`src/rtl/mem_arb_pkg.sv`:
```
// rtl/mem_arb_pkg.sv - shared encodings for the unified memory port arbiter
package mem_arb_pkg;

    typedef enum logic [1:0] {
        ST_IDLE = 2'd0,
        ST_BUSY = 2'd1,
        ST_RESP = 2'd2
    } arb_state_e;

    typedef enum logic {
        OWN_IF = 1'b0,
        OWN_D  = 1'b1
    } arb_owner_e;

    localparam int STARVE_W = 4;

endpackage

```
`src/rtl/mem_arb_starve_ctr.sv`:
```
// rtl/mem_arb_starve_ctr.sv - counts data grants made while fetch waits
module mem_arb_starve_ctr
    import mem_arb_pkg::*;
#(
    parameter int STARVE_LIMIT = 4
) (
    input  logic clk,
    input  logic rst,
    input  logic grant,
    input  logic grant_d,
    input  logic if_req,
    output logic at_limit
);

    logic [STARVE_W-1:0] cnt_q;
    logic [STARVE_W-1:0] cnt_d;

    // Count data grants that bypass a waiting fetch; any other grant restarts the run.
    // The count cannot pass the limit: at the limit a waiting fetch wins and clears it.
    always_comb begin
        cnt_d = cnt_q;
        if (grant) begin
            if (grant_d && if_req) begin
                cnt_d = cnt_q + 1'b1;
            end else begin
                cnt_d = '0;
            end
        end
    end

    // Counter register with synchronous active-low reset.
    always_ff @(posedge clk) begin
        if (!rst) begin
            cnt_q <= '0;
        end else begin
            cnt_q <= cnt_d;
        end
    end

    assign at_limit = (cnt_q == STARVE_W'(STARVE_LIMIT));

endmodule

```
`src/rtl/mem_port_arbiter.sv`:
```
// rtl/mem_port_arbiter.sv - fetch/data arbiter for one memory port (MEM_ARB_STARVE_GUARD_EN adds fetch anti-starvation)
module mem_port_arbiter
    import mem_arb_pkg::*;
#(
    parameter int ADDR_W       = 32,
    parameter int DATA_W       = 32,
    parameter int STARVE_LIMIT = 4
) (
    input  logic              clk,
    input  logic              rst,
    input  logic              if_req,
    input  logic [ADDR_W-1:0] if_addr,
    output logic [DATA_W-1:0] if_rdata,
    output logic              if_ack,
    input  logic              d_req,
    input  logic              d_we,
    input  logic [ADDR_W-1:0] d_addr,
    input  logic [DATA_W-1:0] d_wdata,
    output logic [DATA_W-1:0] d_rdata,
    output logic              d_ack,
    output logic              mem_req,
    output logic              mem_we,
    output logic [ADDR_W-1:0] mem_addr,
    output logic [DATA_W-1:0] mem_wdata,
    input  logic [DATA_W-1:0] mem_rdata,
    input  logic              mem_ready,
    output logic              stall
);

    localparam logic [ADDR_W-1:0] WORD_MASK = {{(ADDR_W-2){1'b1}}, 2'b00};

    arb_state_e        state_q,     state_d;
    arb_owner_e        owner_q,     owner_d;
    logic              mem_req_q,   mem_req_d;
    logic              mem_we_q,    mem_we_d;
    logic [ADDR_W-1:0] mem_addr_q,  mem_addr_d;
    logic [DATA_W-1:0] mem_wdata_q, mem_wdata_d;
    logic              if_ack_q,    if_ack_d;
    logic              d_ack_q,     d_ack_d;
    logic [DATA_W-1:0] if_rdata_q,  if_rdata_d;
    logic [DATA_W-1:0] d_rdata_q,   d_rdata_d;

    logic grant;
    logic pick_d;
    logic fetch_turn;

    // Data is the older instruction and normally wins; fetch_turn forces a fetch grant.
    assign grant  = (state_q == ST_IDLE) && (if_req || d_req);
    assign pick_d = d_req && !(if_req && fetch_turn);

`ifdef MEM_ARB_STARVE_GUARD_EN
    mem_arb_starve_ctr #(
        .STARVE_LIMIT(STARVE_LIMIT)
    ) u_starve_ctr (
        .clk      (clk),
        .rst      (rst),
        .grant    (grant),
        .grant_d  (pick_d),
        .if_req   (if_req),
        .at_limit (fetch_turn)
    );
`else
    logic unused_starve_limit;
    assign unused_starve_limit = (STARVE_LIMIT == 0);
    assign fetch_turn          = 1'b0;
`endif

    // Next-state and output logic: latch the winner in IDLE, hold the memory request
    // until ready, and raise the owner's ack for the single RESP cycle.
    always_comb begin
        state_d     = state_q;
        owner_d     = owner_q;
        mem_req_d   = mem_req_q;
        mem_we_d    = mem_we_q;
        mem_addr_d  = mem_addr_q;
        mem_wdata_d = mem_wdata_q;
        if_ack_d    = 1'b0;
        d_ack_d     = 1'b0;
        if_rdata_d  = if_rdata_q;
        d_rdata_d   = d_rdata_q;
        case (state_q)
            ST_IDLE: begin
                if (grant) begin
                    state_d   = ST_BUSY;
                    mem_req_d = 1'b1;
                    if (pick_d) begin
                        owner_d     = OWN_D;
                        mem_we_d    = d_we;
                        mem_addr_d  = d_addr & WORD_MASK;
                        mem_wdata_d = d_wdata;
                    end else begin
                        owner_d    = OWN_IF;
                        mem_we_d   = 1'b0;
                        mem_addr_d = if_addr & WORD_MASK;
                    end
                end
            end
            ST_BUSY: begin
                if (mem_ready) begin
                    state_d   = ST_RESP;
                    mem_req_d = 1'b0;
                    if (owner_q == OWN_D) begin
                        d_ack_d   = 1'b1;
                        d_rdata_d = mem_rdata;
                    end else begin
                        if_ack_d   = 1'b1;
                        if_rdata_d = mem_rdata;
                    end
                end
            end
            ST_RESP: begin
                state_d = ST_IDLE;
            end
            default: begin
                state_d   = ST_IDLE;
                mem_req_d = 1'b0;
            end
        endcase
    end

    // Arbiter state and registered outputs; reset drops any in-flight transaction.
    always_ff @(posedge clk) begin
        if (!rst) begin
            state_q     <= ST_IDLE;
            owner_q     <= OWN_IF;
            mem_req_q   <= 1'b0;
            mem_we_q    <= 1'b0;
            mem_addr_q  <= '0;
            mem_wdata_q <= '0;
            if_ack_q    <= 1'b0;
            d_ack_q     <= 1'b0;
            if_rdata_q  <= '0;
            d_rdata_q   <= '0;
        end else begin
            state_q     <= state_d;
            owner_q     <= owner_d;
            mem_req_q   <= mem_req_d;
            mem_we_q    <= mem_we_d;
            mem_addr_q  <= mem_addr_d;
            mem_wdata_q <= mem_wdata_d;
            if_ack_q    <= if_ack_d;
            d_ack_q     <= d_ack_d;
            if_rdata_q  <= if_rdata_d;
            d_rdata_q   <= d_rdata_d;
        end
    end

    assign mem_req   = mem_req_q;
    assign mem_we    = mem_we_q;
    assign mem_addr  = mem_addr_q;
    assign mem_wdata = mem_wdata_q;
    assign if_ack    = if_ack_q;
    assign d_ack     = d_ack_q;
    assign if_rdata  = if_rdata_q;
    assign d_rdata   = d_rdata_q;
    assign stall     = (if_req && !if_ack_q) || (d_req && !d_ack_q);

endmodule

```
`config.mk`:
```
export PLATFORM = sky130hd
export DESIGN_NAME = mem_port_arbiter
export DESIGN_NICKNAME = d
export VERILOG_FILES = /design/src/rtl/mem_arb_pkg.sv /design/src/rtl/mem_arb_starve_ctr.sv /design/src/rtl/mem_port_arbiter.sv
export SDC_FILE = /design/constraint.sdc
export NUM_CORES = 1
export LEC_CHECK = 0
export CAP_MARGIN = 20
export CORE_ASPECT_RATIO = 1.1
export CORE_MARGIN = 2
export CORE_UTILIZATION = 35
export DETAILED_ROUTE_END_ITERATION = 6
export GPL_TIMING_DRIVEN = 0
export PLACE_DENSITY = 0.7
export SLEW_MARGIN = 20
export SYNTH_ARGS = -nofsm -noshare
export SYNTH_HDL_FRONTEND = slang
export SYNTH_HIERARCHICAL = 1
export SYNTH_SLANG_ARGS = --single-unit
```
`constraint.sdc`:
```
create_clock -name clk -period 1.8 [get_ports clk]
set_clock_uncertainty 0.2 [all_clocks]
set_input_delay 0.27 -clock clk [delete_from_list [all_inputs] [get_ports clk]]
set_output_delay 0.27 -clock clk [all_outputs]
set_load 0.02 [all_outputs]
```
# Word-level counts from Yosys, hierarchy flattened
# Index checks and enable logic that the tools add are counted.
# W data, S select, Z words.
[totals] reg_bits=135 in_bits=134 elab_cells=42
[classes] muxes=11 reduce_logical=15 eq_ne=4 n_bitwise=2
[ops] op="$mux W32" count=1
[ops] op="$reduce_and A3 Y1" count=5
[ops] op="$mux W1" count=6
[ops] op="$mux W2" count=2
[ops] op="$ne A2 B2 Y1 const B" count=2
[ops] op="$pmux W2 S2" count=1
[ops] op="$reduce_and A2 Y1" count=2
[ops] op="$logic_and A1 B1 Y1" count=3
[ops] op="$pmux W1 S3" count=1
[ops] op="$eq A2 B1 Y1 const B" count=1
[ops] op="$eq A2 B2 Y1 const B" count=1
[ops] op="$logic_not A1 Y1" count=2
[ops] op="$logic_not A2 Y1" count=1
[ops] op="$logic_or A1 B1 Y1" count=2
[ops] op="$not A1 Y1" count=2

# Longest topological paths before layout
[logic_depth] ltp_word=4 ltp_mapped=7 depth_no_buf=3

# Worst setup path before layout
# Ideal clock, no wire load.
[synth_path] kind="input -> register" from="in d_req" to="reg mem_addr_q[10] (netlist: mem_addr[10])" cell_stages=7 arrival_ns=1.300 slack_ns=0.219 setup_time_ns=0.081 n_path_buf=4 path_cell_list="buf_2 or2_1 buf_2 and2_4 buf_6 buf_6 a211oi_2"
[synth_between] elab_chain_len=3 elab_cells_between_ends=4 classes_between="1 x mux; 3 x reduce/logical"
[synth_lines] element="from (decl)" line="mem_port_arbiter.sv:15" text="input logic d_req,"
[synth_lines] element="$logic_or A1 B1 Y1" line="mem_port_arbiter.sv:48" text="assign grant = (state_q == ST_IDLE) && (if_req || d_req);"
[synth_lines] element="$logic_and A1 B1 Y1" line="mem_port_arbiter.sv:48"
[synth_lines] element="$reduce_and A2 Y1 (no source line)"
[synth_lines] element="to (signal assigned)" line="mem_port_arbiter.sv:139" text="mem_addr_q <= mem_addr_d;"
[synth_lines] element="to (decl)" line="mem_port_arbiter.sv:36" text="logic [ADDR_W-1:0] mem_addr_q, mem_addr_d;"
# Several ways; a longest one is shown, not always the timed one.
# A chain may end at the register's enable or synchronous reset.

# Worst setup path after layout
[layout_path] from="reg state_q[1]" to="reg mem_wdata_q[18] (netlist: mem_wdata[18])"
[layout_between] elab_chain_len=3
[layout_lines] element="from (decl)" line="mem_port_arbiter.sv:32" text="arb_state_e state_q, state_d;"
[layout_lines] element="from (signal assigned)" line="mem_port_arbiter.sv:135" text="state_q <= state_d;"
[layout_lines] element="$logic_not A2 Y1 *" line="mem_port_arbiter.sv:48, mem_port_arbiter.sv:81"
[layout_lines] element="$logic_and A1 B1 Y1" line="mem_port_arbiter.sv:48"
[layout_lines] element="$reduce_and A3 Y1 (no source line) *"
[layout_lines] element="to (signal assigned)" line="mem_port_arbiter.sv:140" text="mem_wdata_q <= mem_wdata_d;"
[layout_lines] element="to (decl)" line="mem_port_arbiter.sv:37" text="logic [DATA_W-1:0] mem_wdata_q, mem_wdata_d;"
# Mark *: on every way between the ends. The rest lies on a longest branch, timed or not.

==> out/metrics.yaml <==
synthArstFlopShare_pct: 0
finalHoldViolCount: 0
clk_pin_slew_worst_paths_ns: 0.06
clk_latency_ns: 0.40
clock-sinks: 133
h-tree-depth: 4
syn_to_final_growth_pct: 64.2
drt_pass1_iterations: 4
max-vdd-ir-drop_uv: 509
criticalPathCategory: "flip-flop to flip-flop"
finalCriticalPeriod_ns: 1.74
finalMaxSlewViolations: 0
synth.area.top_cells: "dfxtp_1 (52%), a211oi_2 (7.4%), nand2_1 (7.2%)"
drive_above_1_share_pct: 11.7
cp_top_family: "buffers and inverters"
via_count: 5165
synth_ff_type: "dfxtp_1"
ant_nets: 0
multiInputGateArea_um2: 2140
io_pins: 267
hold_class: "input pin to flip-flop"
yosysWarnings: 6
timing.rr.end: "mem_wdata[18]"
drt-met1-wl_um: 6920
layout.area.seq_um2: 2660
finalCritPeriodShare_pct: 96.5
topRoutingLayerUsed: "met4"
syn_area_um2: 5090
yosys.area.top_type: "dfxtp_1"
rrSetupSlack_ns: 0.06
yosysMostFrequentCell: "dfxtp_1"
p_per_area_nw_per_um2: 961
wl_met2_um: 8720
dieArea_um2: 15500
clockBufferDepth: 2
die_w_um: 119
ctsHoldBuffers: 0
reg2reg_from: "state_q[1]"
finalNetCount: 973
post_cts_buffers: 0
wl_met3_um: 1550
clock.fmax_mhz: 576
ys_seq_elements: 133
grt_pass1_vias: 5305
ys_types: 29
setup_ws_ns: 0.0625
antenna_cells: 0
wl_per_cell_um: 16.7
viasPerCell: 4.95
tightest_slew_ns: 0.673
place_worst_setup_slack_ns: -0.378
synth-seq-area-share_pct: 52.3
hold_start: "d_req"
clockRootBuffer: "clkbuf_16"
drt-initial-drc-count: 254
hold_depth: 4
grt_first_pass_wirelength_um: 26800
holdPathEnd: "mem_wdata[5]"
ys_top_cells_by_count: "dfxtp_1 (133), nand2_1 (97), o21ai_0 (65), a21oi_1 (64), nand3_1 (64)"
arrival_ns: 1.86
ff2ff_path_depth: 5
cts_tree: "yes"
syn_avg_cell_area_um2: 9.05
status: "finished, final reports clean"
syn-instance-count: 562
start_kind: "flip-flop"
worstPathRequired_ns: 1.92
overflow: 0
critPathBufInv: 2
totalWireLength_um: 17500
grt_max_degree: 17
p_leak_nw: 3.72
drc_errors: 0
path_depth: 5
rsz0062_at_grt: "true"
dp_hpwl_um: 13400
synth_top_area_share_pct: 52.3
drv_cap: 0
fp.dieH_um: 130
fillers: 1322
grt.total_usage_pct: 21.8
relSlewSlack_pct: 55.1
antenna_found_initial: 0
start_util_pct: 35.5
cts_buffers: 17
critPathSlowestCell: "clkbuf_1"
port_buffers: 258
gp_routability_congestion: 0.799
synth_edf_count: 0
cp_slowest_stage_delay_ns: 0.38
cp-end-kind: "flip-flop"
utilization_pct: 58.3
crit_path_max_fanout: 10
finalSetupViolCount: 0
num_rows: 46
crit_chain: "buf_2, nor3b_2, clkbuf_1, nand2_1, a21oi_1"
coreArea_um2: 14300
cts_resized: 138
final cells by class:
class,instances,area share [%]
Sequential cell,133,31.9
Timing Repair Buffer,258,28.9
Multi-Input combinational cell,369,25.7
Clock buffer,18,5.14
Buffer,57,3.57
Tap cell,192,2.88
Clock inverter,14,1.83
Inverter,3,0.135
per-stage QoR:
| step | area [µm²] | setup TNS, ns | hold slack [ns] | power [mW] | instances |
|---|---|---|---|---|---|
| floorplan | 5090 | 0 | 0.206 | 4.03 | 563 |
| global placement | 7920 | -19.28 | 0.242 | 4.80 | 1013 |
| detailed placement | 7920 | -23.95 | 0.247 | 4.84 | 1013 |
| CTS | 8340 | 0 | 0.195 | 8.10 | 1044 |
| global route | 8350 | -1.39 | 0.213 | 8.35 | 1044 |
| finish | 8350 | 0 | 0.207 | 8.03 | 1044 |
placed cells by master (no fill, tap or decap):
master	Yosys	layout
dfxtp_1	133	132
mux2i_1	30	30
bufinv_16	0	2
nor3b_1	1	1
nand4b_1	1	1
buf_2	16	13
inv_1	3	3
or2_1	1	1
clkbuf_4	0	2
nand2_1	97	97
inv_6	0	2
nand4bb_1	1	1
dfxtp_2	0	1
nor2_1	3	3
a211oi_2	30	30
o22ai_1	1	1
nand3_1	64	64
clkbuf_2	0	10
clkbuf_16	0	17
clkbuf_1	28	18
buf_1	8	7
conb_1	1	2
clkinv_2	0	3
o21a_1	1	1
o21ai_0	65	65
o31ai_1	1	1
clkinv_4	0	6
nor3b_2	1	1
clkinvlp_4	0	1
and2_4	1	1
a21oi_1	64	64
and4b_1	1	1
a22oi_1	1	1
nor2_2	1	1
or3b_1	1	1
buf_6	4	4
dlygate4sd2_1	0	130
buf_4	2	5
clkdlybuf4s50_1	0	127
a21bo_2	1	1
power by group:
part           total [mW]  switching (mW)  internal [mW]
clock                3.38            1.33           2.05
combinational        1.43           0.778          0.650
sequential           3.22          0.0922           3.13
per-layer routing:
layer	GRT usage, %	up-vias
met2	39.8	214
met5	0	-
met4	7.07	0
met1	23.2	2410
met3	8.46	23
li1	-	2518
state kept, by name, summed over array words and instances, names as in the netlist:
register,flops
state_q,2
d_ack,1
mem_addr,30
mem_wdata,32
if_rdata,32
owner_q,1
mem_we,1
d_rdata,32
mem_req,1
if_ack,1
worst max path at each step:
stage	start	endpoint
2_1_floorplan	d_req	mem_addr[10]
3_3_place_gp	mem_ready	if_rdata[22]
3_5_place_dp	mem_ready	if_rdata[23]
4_1_cts	state_q[1]	mem_addr[6]
5_1_grt	state_q[1]	mem_wdata[7]
6_report	state_q[1]	mem_wdata[18]
cells by family (layout without fill, tap and decap cells):
logic type             after synthesis  after routing  synth area share [%]
AO/OA/AOI/OAI                      164            164                  20.8
buffers and inverters               61            350                  5.63
flip-flops                         133            133                  52.3
multiplexers                        30             30                  5.90
other                                1              2                0.0737
AND/OR/NAND/NOR                    173            173                  15.2
worst min-delay path: stages:
cell     delay (ns)
buf_2          0.16
nor3b_2        0.21
nand2_1        0.07
a21oi_1        0.05
No activity file was read; power rests on OpenSTA's default activity.
